`config.mk`:
```
export PLATFORM = sky130hd
export DESIGN_NAME = win_scan
export DESIGN_NICKNAME = d
export VERILOG_FILES = /design/src/rtl/win_scan.sv
export SDC_FILE = /design/constraint.sdc
export NUM_CORES = 1
export LEC_CHECK = 0
export ABC_AREA = 1
export CAP_MARGIN = 20
export CORE_AREA = 2 2 73 75
export CTS_CLUSTER_DIAMETER = 60
export DETAILED_ROUTE_END_ITERATION = 10
export DIE_AREA = 0 0 75 77
export MAX_ROUTING_LAYER = met4
export PLACE_DENSITY = 0.78
export RECOVER_POWER = 50
export SETUP_SLACK_MARGIN = 0.02
export SKIP_CTS_REPAIR_TIMING = 1
export SYNTH_ARGS = -nofsm -noshare
export SYNTH_HDL_FRONTEND = slang
export SYNTH_SLANG_ARGS = --single-unit
```
`constraint.sdc`:
```
create_clock -name clk -period 3.4 [get_ports clk]
set_clock_uncertainty 0.05 [all_clocks]
set_input_delay 0.34 -clock clk [delete_from_list [all_inputs] [get_ports clk]]
set_output_delay 0.34 -clock clk [all_outputs]
set_load 0.01 [all_outputs]
```
`src/rtl/win_scan.sv`:
```
// Tic-tac-toe style N x N board scanner: checks one line per cycle for A/B
// completions, then reports wins, draw or an illegal (overlapping) board.
module win_scan #(
    parameter int N = 3
) (
    input  logic             clk,
    input  logic             rst,
    input  logic             start,
    input  logic [N*N-1:0]   ain,
    input  logic [N*N-1:0]   bin,
    output logic             busy,
    output logic             done,
    output logic [2*N+1:0]   win_line,
    output logic             a_wins,
    output logic             b_wins,
    output logic             draw,
    output logic             illegal
);

    localparam int unsigned NN = N * N;
    localparam int unsigned NL = 2 * N + 2;
    localparam int unsigned CW = $clog2(NL);
    localparam logic [CW-1:0] LAST = CW'(NL - 1);

    typedef enum logic [1:0] {IDLE, CHECK, SCAN, DONE} state_t;

    state_t          state_q, state_d;
    logic [CW-1:0]   cnt_q, cnt_d;
    logic [NN-1:0]   a_q, a_d, b_q, b_d;
    logic [NL-1:0]   win_d;
    logic            busy_d, done_d, a_wins_d, b_wins_d, draw_d, illegal_d;
    logic [NN-1:0]   mask;
    logic            a_hit, b_hit;

    // Cell mask of line k, numbered in win_line bit order.
    function automatic logic [NN-1:0] line_mask(input logic [CW-1:0] k);
        logic [NN-1:0] m;
        int            li;
        m  = '0;
        li = 32'(k);
        for (int r = 0; r < N; r++) begin
            if (li < N)
                m |= NN'(1) << (li * N + r);
            else if (li < 2 * N)
                m |= NN'(1) << (r * N + li - N);
            else if (li == 2 * N)
                m |= NN'(1) << (r * N + r);
            else
                m |= NN'(1) << (r * N + N - 1 - r);
        end
        return m;
    endfunction

    always_ff @(posedge clk) begin
        if (rst) begin
            state_q  <= IDLE;
            cnt_q    <= '0;
            a_q      <= '0;
            b_q      <= '0;
            busy     <= 1'b0;
            done     <= 1'b0;
            win_line <= '0;
            a_wins   <= 1'b0;
            b_wins   <= 1'b0;
            draw     <= 1'b0;
            illegal  <= 1'b0;
        end else begin
            state_q  <= state_d;
            cnt_q    <= cnt_d;
            a_q      <= a_d;
            b_q      <= b_d;
            busy     <= busy_d;
            done     <= done_d;
            win_line <= win_d;
            a_wins   <= a_wins_d;
            b_wins   <= b_wins_d;
            draw     <= draw_d;
            illegal  <= illegal_d;
        end
    end

    // Next-state and next-output logic; busy/done describe the state being entered.
    always_comb begin
        state_d   = state_q;
        cnt_d     = cnt_q;
        a_d       = a_q;
        b_d       = b_q;
        busy_d    = 1'b0;
        done_d    = 1'b0;
        win_d     = win_line;
        a_wins_d  = a_wins;
        b_wins_d  = b_wins;
        draw_d    = draw;
        illegal_d = illegal;
        mask      = line_mask(cnt_q);
        a_hit     = (a_q & mask) == mask;
        b_hit     = (b_q & mask) == mask;

        case (state_q)
            IDLE, DONE: begin
                if (start) begin
                    a_d       = ain;
                    b_d       = bin;
                    win_d     = '0;
                    a_wins_d  = 1'b0;
                    b_wins_d  = 1'b0;
                    draw_d    = 1'b0;
                    illegal_d = 1'b0;
                    state_d   = CHECK;
                    busy_d    = 1'b1;
                end else begin
                    state_d = IDLE;
                end
            end
            CHECK: begin
                if ((a_q & b_q) != '0) begin
                    illegal_d = 1'b1;
                    state_d   = DONE;
                    done_d    = 1'b1;
                end else begin
                    cnt_d   = '0;
                    state_d = SCAN;
                    busy_d  = 1'b1;
                end
            end
            SCAN: begin
                win_d    = win_line | (NL'(a_hit | b_hit) << cnt_q);
                a_wins_d = a_wins | a_hit;
                b_wins_d = b_wins | b_hit;
                if (cnt_q == LAST) begin
                    draw_d  = (&(a_q | b_q)) & ~(a_wins_d | b_wins_d);
                    state_d = DONE;
                    done_d  = 1'b1;
                end else begin
                    cnt_d  = cnt_q + CW'(1);
                    busy_d = 1'b1;
                end
            end
            default: state_d = IDLE;
        endcase
    end

endmodule
```
Word-level counts from Yosys, hierarchy flattened. Cells that the tools add are included.

Add/subtract/negate cells: 8. Eq/ne operators: 12. Shift operators: 7. Mux-type cells: 31. Bitwise operators: 15. $mul: 1. Reductions and logical operators: 12. Order comparisons: 2. Div/mod/pow operators: 0.

Operator list (number): $shl A1 B32 Y9 const A (5); $mux W9 (7); $or A9 B9 Y9 (5); $add A32 B2 Y32 const B (1); $and A9 B9 Y9 (3); $eq A9 B9 Y1 (2); $pmux W8 S2 (1); $mux W1 (10); $ne A2 B2 Y1 const B (5); $pmux W1 S2 (5); $sub A4 B2 Y5 const B (2); $mux W3 (3); $reduce_and A3 Y1 (3); $reduce_and A9 Y1 (1); $reduce_bool A9 Y1 (1); $shl A1 B6 Y9 const A (1); $mux W8 (1); $or A8 B8 Y8 (1); $shl A1 B3 Y8 (1); $add A5 B2 Y6 const B (1); $pmux W2 S3 (1); $pmux W3 S2 (1); $reduce_bool A2 Y1 (3); $mul A3 B2 Y5 const B (1); 18 further kinds (23).

Input port bits: 21. Logic and storage cells: 99. Bits in read-only memories: 0. Flip-flop bits (word level): 37. Memory bits (writable): 0. Memories: 0. Latch bits: 0. Output and inout bits: 14.

Depth between registers and ports, before layout. Gate-level depths: netlist (run 1).

Depth after elaboration: 18. Gate-level depth with buffers: 20. Depth with buffers taken out: 19.

Worst setup path before layout (run 1). Ideal clock, no wire load.

Path type: flip-flop to flip-flop. Start: register cnt_q[1]. End: register win_line[2]. Setup time: 0.077 ns. Setup slack: 0.553 ns. Path buffers: 0. Data arrival time: 2.720 ns. Cell stages (with the launch flop): 19. Required time: 3.273 ns. Clock period less this slack: 2.847 ns. Path through: dfxtp_1 ha_1 fa_1 ha_1 nand2_1 inv_1 nand3_1 nand2_2 nand3_1 nand2_1 nand2_1 nand2_1 nand2_1 nand2_1 nor2_1 nand3_2 nand2_4 nand4_1 a21oi_1.

Word-level cells in the longest chain between the ends: 16. Elaborated cells on any way between the ends: 37. Those cells by class: add/sub: 7; mul: 1; order compare: 2; eq/ne: 3; shift: 7; mux: 9; bitwise: 8.

RTL lines: start: declaration (line 28) `logic [CW-1:0] cnt_q, cnt_d;`; start signal: assignment (line 69) `cnt_q <= cnt_d;`; parallel branches: the longest is 13 deep, another holds $add A32 B2 Y32; $shl A1 B3 Y8 (*) (line 127) `win_d = win_line | (NL'(a_hit | b_hit) << cnt_q);`; $or A8 B8 Y8 (*) (line 127); $pmux W8 S2 (*) (line 99) `case (state_q)`; end signal: assignment (line 74) `win_line <= win_d;`; end: declaration (line 13) `output logic [2*N+1:0] win_line,`.

Mark *: on every way between the ends. A chain may end at the register's enable or synchronous reset.

Worst setup path in the final report (run 1).
Start: register cnt_q[1]. End: register win_line[3].

Same word-level chain as after synthesis.

==> results of run 1 <==
[logic make-up after synthesis]
logic type | after synthesis | share of synthesized area, %
xor gates and xnor gates | 4 | 2.57
DFF | 37 | 27.6
and+or+nand+nor | 192 | 33.1
adders and majority gates | 17 | 8.22
AOI/OAI and AO/OA | 87 | 18.0
buffers and inverters | 70 | 10.5
[metrics by stage]
stage	cell area, µm²	setup WS [ps]	power (mW)
final	3200	295	1.75
after CTS	3200	322	1.75
after detailed placement	3080	335	1.35
after global placement	3080	479	1.34
after global routing	3200	94.8	1.88
after floorplan	2680	553	1.15
[report_power, final]
| part | leakage [nW] | total, mW | internal [mW] | switching [mW] |
|---|---|---|---|---|
| clock | 0.0574 | 0.401 | 0.238 | 0.163 |
| combinational | 1.06 | 0.796 | 0.269 | 0.527 |
| sequential | 0.303 | 0.552 | 0.512 | 0.0401 |
[final cells by class]
cell class | instances | area [µm²]
Inverter | 58 | 218
Tap cell | 70 | 87.6
Clock buffer | 6 | 82.6
Timing Repair Buffer | 40 | 375
Clock inverter | 2 | 37.5
Sequential cell | 37 | 741
Multi-Input combinational cell | 300 | 1660
Fill cell | 461 | 1780
[routing by layer]
metal / track usage, % / up-vias
li1: - / 1409
met1: 35.7 / 1240
met2: 38.8 / 83
met3: 3.81 / 15
met4: 9.46 / 0
met5: - / -
[cell usage after synthesis (all sizes together)]
| cell | number |
|---|---|
| nand4 | 11 |
| buf | 5 |
| clkbuf | 7 |
| nor3 | 3 |
| nor2 | 36 |
| fa | 1 |
| xnor2 | 2 |
| inv | 58 |
| a21oi | 37 |
| o211ai | 1 |
| dfxtp | 37 |
| nand3 | 40 |
| nand3b | 3 |
| o21a | 1 |
| o21ai | 34 |
| o31ai | 1 |
| o22ai | 4 |
| ha | 16 |
| a31oi | 4 |
| xor2 | 2 |
| o2111ai | 3 |
| nand2 | 98 |
| nor3b | 1 |
| a21boi | 1 |
| a221oi | 1 |
[sequential cells by signal, summed over array words and instances (netlist names)]
name	cells
a_q	9
a_wins	1
b_q	9
b_wins	1
busy	1
cnt_q	3
done	1
draw	1
illegal	1
state_q	2
win_line	8
[worst max-delay path by stage]
stage / start / endpoint / cells past startpoint
floorplan: cnt_q[1] / win_line[2] / 18
global placement: cnt_q[1] / win_line[3] / 17
detailed placement: cnt_q[1] / win_line[3] / 17
CTS: cnt_q[1] / win_line[3] / 17
global route: cnt_q[0] / win_line[3] / 18
finish: cnt_q[1] / win_line[3] / 17
[critical path, cell delays in order (launching register included)]
cell and delay (ps):
dfxtp_1 340, ha_1 260, fa_1 600, ha_1 250, nand2_1 110, inv_1 90
nand3_1 90, nand2_2 140, nor2_1 60, nand2_1 60, nand3_1 100, nand3_1 120
nand2_1 60, nor2_1 150, nand3_2 130, nand2_4 120, nand4_1 140, a21oi_1 150
==> run_results.csv, run 1 <==
group,metric,value,unit
critical_path,startpoint_type,"register",
clock_tree,cts.reportedPaths.clkPinSlew,70,ps
synthesis,syn_inst,407,
floorplan,die_h,77,µm
min_path,hp-class,"reg -> reg",
placed_design,gp_congestion,0.944,
floorplan,die_w,75,µm
clock_tree,cts_buffers,5,
floorplan,die_area,5780,µm²
outcome,status,"finished clean",
min_path,hold_path_end,"win_line[0]",
synthesis,yosys-top-cells-area,"dfxtp_1 (28%), nand2_1 (13%), inv_1 (7.7%), ha_1 (7.5%), a21oi_1 (6.7%)",
global_route,grt_max_degree,37,
sta,finalHoldViolCount,0,
clock_tree,clock_sinks,37,
detailed_routing,dr_wl_met3,307,µm
critical_path,ff2ff_path_depth,17,
detailed_routing,ant_nets,0,
critical_path,worstSetupPathType,"reg -> reg",
critical_path,worstReg2RegStart,"cnt_q[1]",
min_path,hold_depth,2,
global_route,grt_pass1_wl,11.6,mm
placed_design,hpwl,5.26,mm
synthesis,ys_types,36,
floorplan,initial_core_util,53.8,%
floorplan,coreArea,4980,µm²
critical_path,required,3580,ps
sta,rsz0062_at_grt,"false",
placed_design,dp_cells,504,
detailed_routing,vias,2747,
detailed_routing,drc_errors,0,
min_path,min_from,"win_line[0]",
clock_tree,worstSkewPairLatency,290,ps
power,ir_drop,0.000445,V
synthesis,ys_seq_elements,37,
detailed_routing,drt-met1-wl,3.22,mm
finish,antennaDiodeCount,0,
sta,worst_pin_slew,1190,ps
job,cap_violations,0,
detailed_routing,dr.first_iter.drc_count,225,
finish,drive_above_1_share,7.90,%
finish,mostFrequentLayoutCells,"nand2_1 (91), inv_1 (55), dfxtp_1 (37), a21oi_1 (36), nand3_1 (36)",
detailed_routing,drt-vias-per-instance,5.35,
synthesis,synth_seq_area_share,27.6,%
detailed_routing,drt_pass1_iterations,4,
synthesis,synth_top_area_share,27.6,%
sta,hold_ws,401,ps
sta,slew_headroom,20.6,%
detailed_routing,routed_wl,6.84,mm
global_route,grt-ovfl-total,0,
sta,period_needed,3110,ps
global_route,grt_use_total,26.1,%
synthesis,synth_area_per_cell,6.58,µm²
finish,final_util,64.3,%
floorplan,rows,26,
clock_tree,clock_path_buffers,2,
placed_design,port_buffers,34,
sta,finalSetupViolations,0,
finish,layout_commonest_cell,"nand2_1",
sta,fmax,322,MHz
floorplan,pin_count,35,
critical_path,r2r-end,"win_line[3]",
clock_tree,cts_max_level,2,
power,p_leak,1.42,nW
finish,area_growth,19.4,%
synthesis,synth_nets,445,
global_route,antenna_found_initial,0,
detailed_routing,wl_met2,3.16,mm
synthesis,synth.cell_area,2680,µm²
critical_path,reg2reg_slack,290,ps
power,p_per_area,547,nW/µm²
critical_path,worstPathArrival,3280,ps
sta,fin_crit_sh,91.3,%
finish,stdcell_count,513,
critical_path,cp_max_fo,8,
detailed_routing,top_layer_used,"met4",
critical_path,end_kind,"register",
sta,fin_setup_tns,0,ps
synthesis,synth_area_leader_cell,"dfxtp_1",
finish,fin_nets,480,
clock_tree,cts_tree,"built",
clock_tree,cts-root-buf,"clkbuf_8",
global_route,grt_pass1_vias,2458,
synthesis,yosys_warnings,0,
sta,finalMaxSlewViolations,0,
detailed_routing,wl_per_cell,13.3,µm
Power figures use the tool's default switching activity.
==> inputs of run 2 (changes only) <==
--- a/config.mk
+++ b/config.mk
@@ -7,15 +7,16 @@
 export LEC_CHECK = 0
 export ABC_AREA = 1
 export CAP_MARGIN = 20
-export CORE_AREA = 2 2 73 75
+export CORE_AREA = 2 2 95 97
 export CTS_CLUSTER_DIAMETER = 60
+export CTS_CLUSTER_SIZE = 8
 export DETAILED_ROUTE_END_ITERATION = 10
-export DIE_AREA = 0 0 75 77
+export DIE_AREA = 0 0 97 99
 export MAX_ROUTING_LAYER = met4
-export PLACE_DENSITY = 0.78
 export RECOVER_POWER = 50
 export SETUP_SLACK_MARGIN = 0.02
 export SKIP_CTS_REPAIR_TIMING = 1
 export SYNTH_ARGS = -nofsm -noshare
 export SYNTH_HDL_FRONTEND = slang
 export SYNTH_SLANG_ARGS = --single-unit
+export TNS_END_PERCENT = 20
==> run 2 against run 1 <==
Compared with the run above: die area increased by 66%; sequential share of layout area is 0.12 points lower; combinational power up 2%; clock power down 27%; flip-flop and latch count is the same; register-to-register slack gained 96 ps; worst setup slack gained 96 ps; design area increased by 0.51%; clock-buffer cell count did not move; non-clock buffer count stayed put; via count down 0.51%; hold slack got worse by 5.4 ps; critical path type unchanged; critical endpoint is now win_line[4]; largest power group unchanged.
==> run_results.csv, run 2 (synthesis gave the netlist of run 1 again) <==
group,metric,value,unit
global_route,grt_pass1_wl,11.9,mm
critical_path,cp_max_fo,8,
clock_tree,cts-root-buf,"clkbuf_8",
finish,drive_above_1_share,7.90,%
finish,design_area,3220,µm²
clock_tree,clock_sinks,37,
power,ir_drop,0.000326,V
sta,finalMaxSlewViolations,0,
global_route,met1_usage,18.6,%
finish,layout_commonest_cell,"nand2_1",
finish,top_regs,"a_q (9), b_q (9), win_line (8)",
floorplan,die_h,99,µm
sta,slew_headroom,17.4,%
detailed_routing,drt_pass1_iterations,4,
critical_path,required,3570,ps
sta,period_needed,3010,ps
clock_tree,cts.reportedPaths.clkPinSlew,70,ps
sta,rsz0062_at_grt,"false",
floorplan,pin_count,35,
job,cap_violations,0,
sta,fin_crit_sh,88.5,%
min_path,hp-class,"reg -> reg",
critical_path,worstReg2RegStart,"cnt_q[0]",
clock_tree,clock_path_buffers,2,
clock_tree,cts_max_level,2,
floorplan,coreArea,8550,µm²
detailed_routing,routed_wl,7.03,mm
critical_path,worstPathArrival,3180,ps
finish,area_growth,20.0,%
finish,stdcell_count,551,
outcome,status,"finished clean",
placed_design,dp_cells,543,
placed_design,hpwl,5.61,mm
detailed_routing,wl_per_cell,12.7,µm
critical_path,startpoint_type,"register",
critical_path,critPathLaunch,"cnt_q[0]",
floorplan,die_area,9600,µm²
critical_path,worstSetupPathType,"reg -> reg",
finish,mostFrequentLayoutCells,"nand2_1 (91), inv_1 (55), dfxtp_1 (37), a21oi_1 (36), nand3_1 (36)",
floorplan,rows,34,
clock_tree,worstSkewPairLatency,290,ps
sta,hold_ws,396,ps
global_route,met3_usage,1.49,%
placed_design,gp_congestion,0.922,
global_route,antenna_found_initial,0,
detailed_routing,drt-vias-per-instance,4.96,
global_route,top_usage_layer,"met2",
global_route,grt_max_degree,35,
floorplan,initial_core_util,31.3,%
clock_tree,cts_tree,"built",
sta,finalSetupViolations,0,
detailed_routing,dr.first_iter.drc_count,130,
global_route,use_met2,26.1,%
sta,fin_setup_tns,0,ps
sta,finalHoldViolCount,0,
placed_design,place_area,3140,µm²
sta,fmax,332,MHz
power,p_per_area,515,nW/µm²
clock_tree,cts_buffers,5,
power,p_leak,1.42,nW
finish,antennaDiodeCount,0,
critical_path,reg2reg_slack,390,ps
sta,worst_pin_slew,1240,ps
detailed_routing,ant_nets,0,
finish,fin_nets,480,
detailed_routing,vias,2733,
power,power,1.66,mW
detailed_routing,drc_errors,0,
floorplan,die_w,97,µm
global_route,grt-ovfl-total,0,
global_route,grt_pass1_vias,2568,
placed_design,port_buffers,34,
global_route,grt_use_total,15.4,%
critical_path,end_kind,"register",
min_path,min_from,"win_line[4]",
[run 2: changes by cell type in the layout (fill, tap and decap cells not counted), sizes merged]
| cell | change |
|---|---|
| clkbuf | -1 |
| bufinv | -1 |
| buf | +1 |
| clkinvlp | -1 |
| clkinv | +2 |
[run 2: worst max-delay path: stages, from the launching register on]
cell,delay [ps]
dfxtp_1,320
ha_1,270
fa_1,620
ha_1,260
nand2_1,110
inv_1,80
nand2_1,50
nand3_1,130
nor2_1,60
nand2_1,70
nand3_1,120
nand3_1,120
nand2_1,60
nor2_1,130
nand3_2,130
nand2_4,130
nand4_1,100
a21oi_1,130
[run 2: report_power, final]
| group | internal (mW) | leakage, nW | switching [mW] |
|---|---|---|---|
| clock | 0.142 | 0.0450 | 0.150 |
| sequential | 0.512 | 0.303 | 0.0392 |
| combinational | 0.275 | 1.07 | 0.541 |
[run 2: cell type report]
class,instances,area (µm²)
Clock buffer,6,72.6
Clock inverter,2,10.0
Fill cell,908,5330
Inverter,58,218
Multi-Input combinational cell,300,1660
Sequential cell,37,741
Tap cell,108,135
Timing Repair Buffer,40,382
[run 2: path summary, 6_finish.rpt]
check | endpoint | cells after the start
setup / recovery | win_line[4] | 17
hold / removal | win_line[4] | 2
setup reg to reg | win_line[4] | 17
hold reg to reg | win_line[4] | 2
[run 2: layer usage]
layer  share of wire, %  wire length, µm
met1                 45             3150
met2                 49             3430
met3                3.8              266
met4                2.5              176
met5                  0                0
[run 2: per-stage QoR]
stage | util, % | setup WS [ps]
after floorplan | - | 553
after global placement | 36.6 | 491
after detailed placement | 36.7 | 430
after CTS | 37.7 | 401
after global routing | 37.6 | 125
final | 37.6 | 390
==> inputs of run 3 (changes only) <==
--- a/config.mk
+++ b/config.mk
@@ -13,6 +13,7 @@
 export DETAILED_ROUTE_END_ITERATION = 10
 export DIE_AREA = 0 0 97 99
 export MAX_ROUTING_LAYER = met4
+export PLACE_DENSITY_LB_ADDON = 0.3
 export RECOVER_POWER = 50
 export SETUP_SLACK_MARGIN = 0.02
 export SKIP_CTS_REPAIR_TIMING = 1
==> run 3 against run 2 <==
Compared with the run above: die area unchanged; combinational power decreased by 1%; largest power group unchanged; flip-flop and latch count did not move; non-clock buffer count is 1 higher.
==> run_results.csv, run 3 (synthesis gave the netlist of run 1 again) <==
group,metric,value,unit
critical_path,worstPathArrival,3180,ps
finish,fill_cells,911,
min_path,hp-class,"reg -> reg",
sta,finalMaxSlewViolations,0,
critical_path,worstSetupPathType,"reg -> reg",
detailed_routing,routed_wl,7.05,mm
finish,antennaDiodeCount,0,
finish,area_growth,20.9,%
power,power,1.69,mW
clock_tree,clock_path_buffers,2,
global_route,grt_max_degree,37,
sta,slew_headroom,16.6,%
placed_design,hpwl,5.52,mm
power,p_per_area,522,nW/µm²
placed_design,dp_slack,383,ps
global_route,grt-ovfl-total,0,
global_route,grt_use_total,15.3,%
global_route,grt_pass1_vias,2533,
finish,fin_nets,481,
finish,multi_input_area,1660,µm²
sta,finalHoldViolCount,0,
floorplan,pin_count,35,
clock_tree,cts_buffers,5,
floorplan,rows,34,
clock_tree,cts_tree,"built",
placed_design,port_buffers,34,
sta,fmax,332,MHz
floorplan,die_w,97,µm
sta,setup_slack,384,ps
job,cap_violations,0,
detailed_routing,drt-vias-per-instance,4.89,
outcome,status,"finished clean",
sta,finalSetupViolations,0,
critical_path,end_kind,"register",
placed_design,gp_congestion,0.939,
detailed_routing,wl_per_cell,12.8,µm
detailed_routing,ant_nets,0,
detailed_routing,vias,2700,
power,ir_drop,0.000311,V
sta,fin_crit_sh,88.7,%
sta,worst_pin_slew,1250,ps
finish,seqCellArea,741,µm²
sta,fin_setup_tns,0,ps
finish,layout_commonest_cell,"nand2_1",
sta,rsz0062_at_grt,"false",
min_path,hold_depth,2,
critical_path,cp_max_fo,8,
clock_tree,cts.reportedPaths.clkPinSlew,80,ps
finish,top_regs,"a_q (9), b_q (9), win_line (8)",
floorplan,initial_core_util,31.3,%
detailed_routing,drt_pass1_iterations,4,
detailed_routing,dr.first_iter.drc_count,166,
global_route,grt_pass1_wl,11.9,mm
clock_tree,cts-root-buf,"clkbuf_8",
clock_tree,clock_sinks,37,
floorplan,die_area,9600,µm²
critical_path,startpoint_type,"register",
global_route,antenna_found_initial,0,
finish,drive_above_1_share,8.33,%
sta,period_needed,3020,ps
clock_tree,cts_max_level,2,
critical_path,required,3560,ps
floorplan,coreArea,8550,µm²
clock_tree,worstSkewPairLatency,280,ps
critical_path,ff2ff_path_depth,17,
power,p_leak,1.43,nW
floorplan,die_h,99,µm
detailed_routing,drc_errors,0,
finish,mostFrequentLayoutCells,"nand2_1 (91), inv_1 (55), dfxtp_1 (37), a21oi_1 (36), nand3_1 (36)",
==> run 3: stage by stage <==
step           util [%]  std cells  hold WS, ps  instance area (µm²)
2_1_floorplan         -        407          359                 2680
5_1_grt            37.9        552          424                 3240
6_report           37.9        552          399                 3240
3_3_place_gp       36.7        543          389                 3140
4_1_cts            37.9        552          406                 3240
3_5_place_dp       36.8        544          396                 3140
==> run 3: power breakdown <==
part	total [mW]	switching (mW)	internal, mW
logic	0.805	0.531	0.274
registers	0.550	0.0381	0.512
clock network	0.337	0.153	0.183
total	1.69	0.723	0.969
==> run 3: final cells by class <==
type                            instances  share of cell area [%]
Clock buffer                            7                    2.97
Clock inverter                          1                   0.154
Inverter                               58                    6.72
Multi-Input combinational cell        300                    51.2
Sequential cell                        37                    22.9
Tap cell                              108                    4.17
Timing Repair Buffer                   41                    11.9
==> run 3: critical path, stage by stage, from the launching register on <==
cell     delay [ps]
dfxtp_1         320
ha_1            280
fa_1            610
ha_1            270
nand2_1         110
inv_1            80
nand3_1          80
nand2_2         130
nor2_1           50
nand2_1          60
nand3_1         100
nand3_1         110
nand2_1          50
nor2_1          110
nand3_2         130
nand2_4         130
nand4_1         100
a21oi_1         160
==> run 3: path summary, 6_finish.rpt <==
kind | end | slack [ps] | startpoint
setup reg to reg | win_line[7] | 380 | cnt_q[0]
hold / removal | win_line[1] | 400 | win_line[1]
hold reg to reg | win_line[1] | 400 | win_line[1]
setup / recovery | win_line[7] | 380 | cnt_q[0]
==> run 3: per-layer routing <==
metal / wire (µm) / up-vias / track usage, %
li1: - / 1411 / -
met1: 3240 / 1218 / 18.7
met2: 3470 / 61 / 25.7
met3: 234 / 10 / 1.70
met4: 111 / 0 / 6.18
met5: 0 / - / -
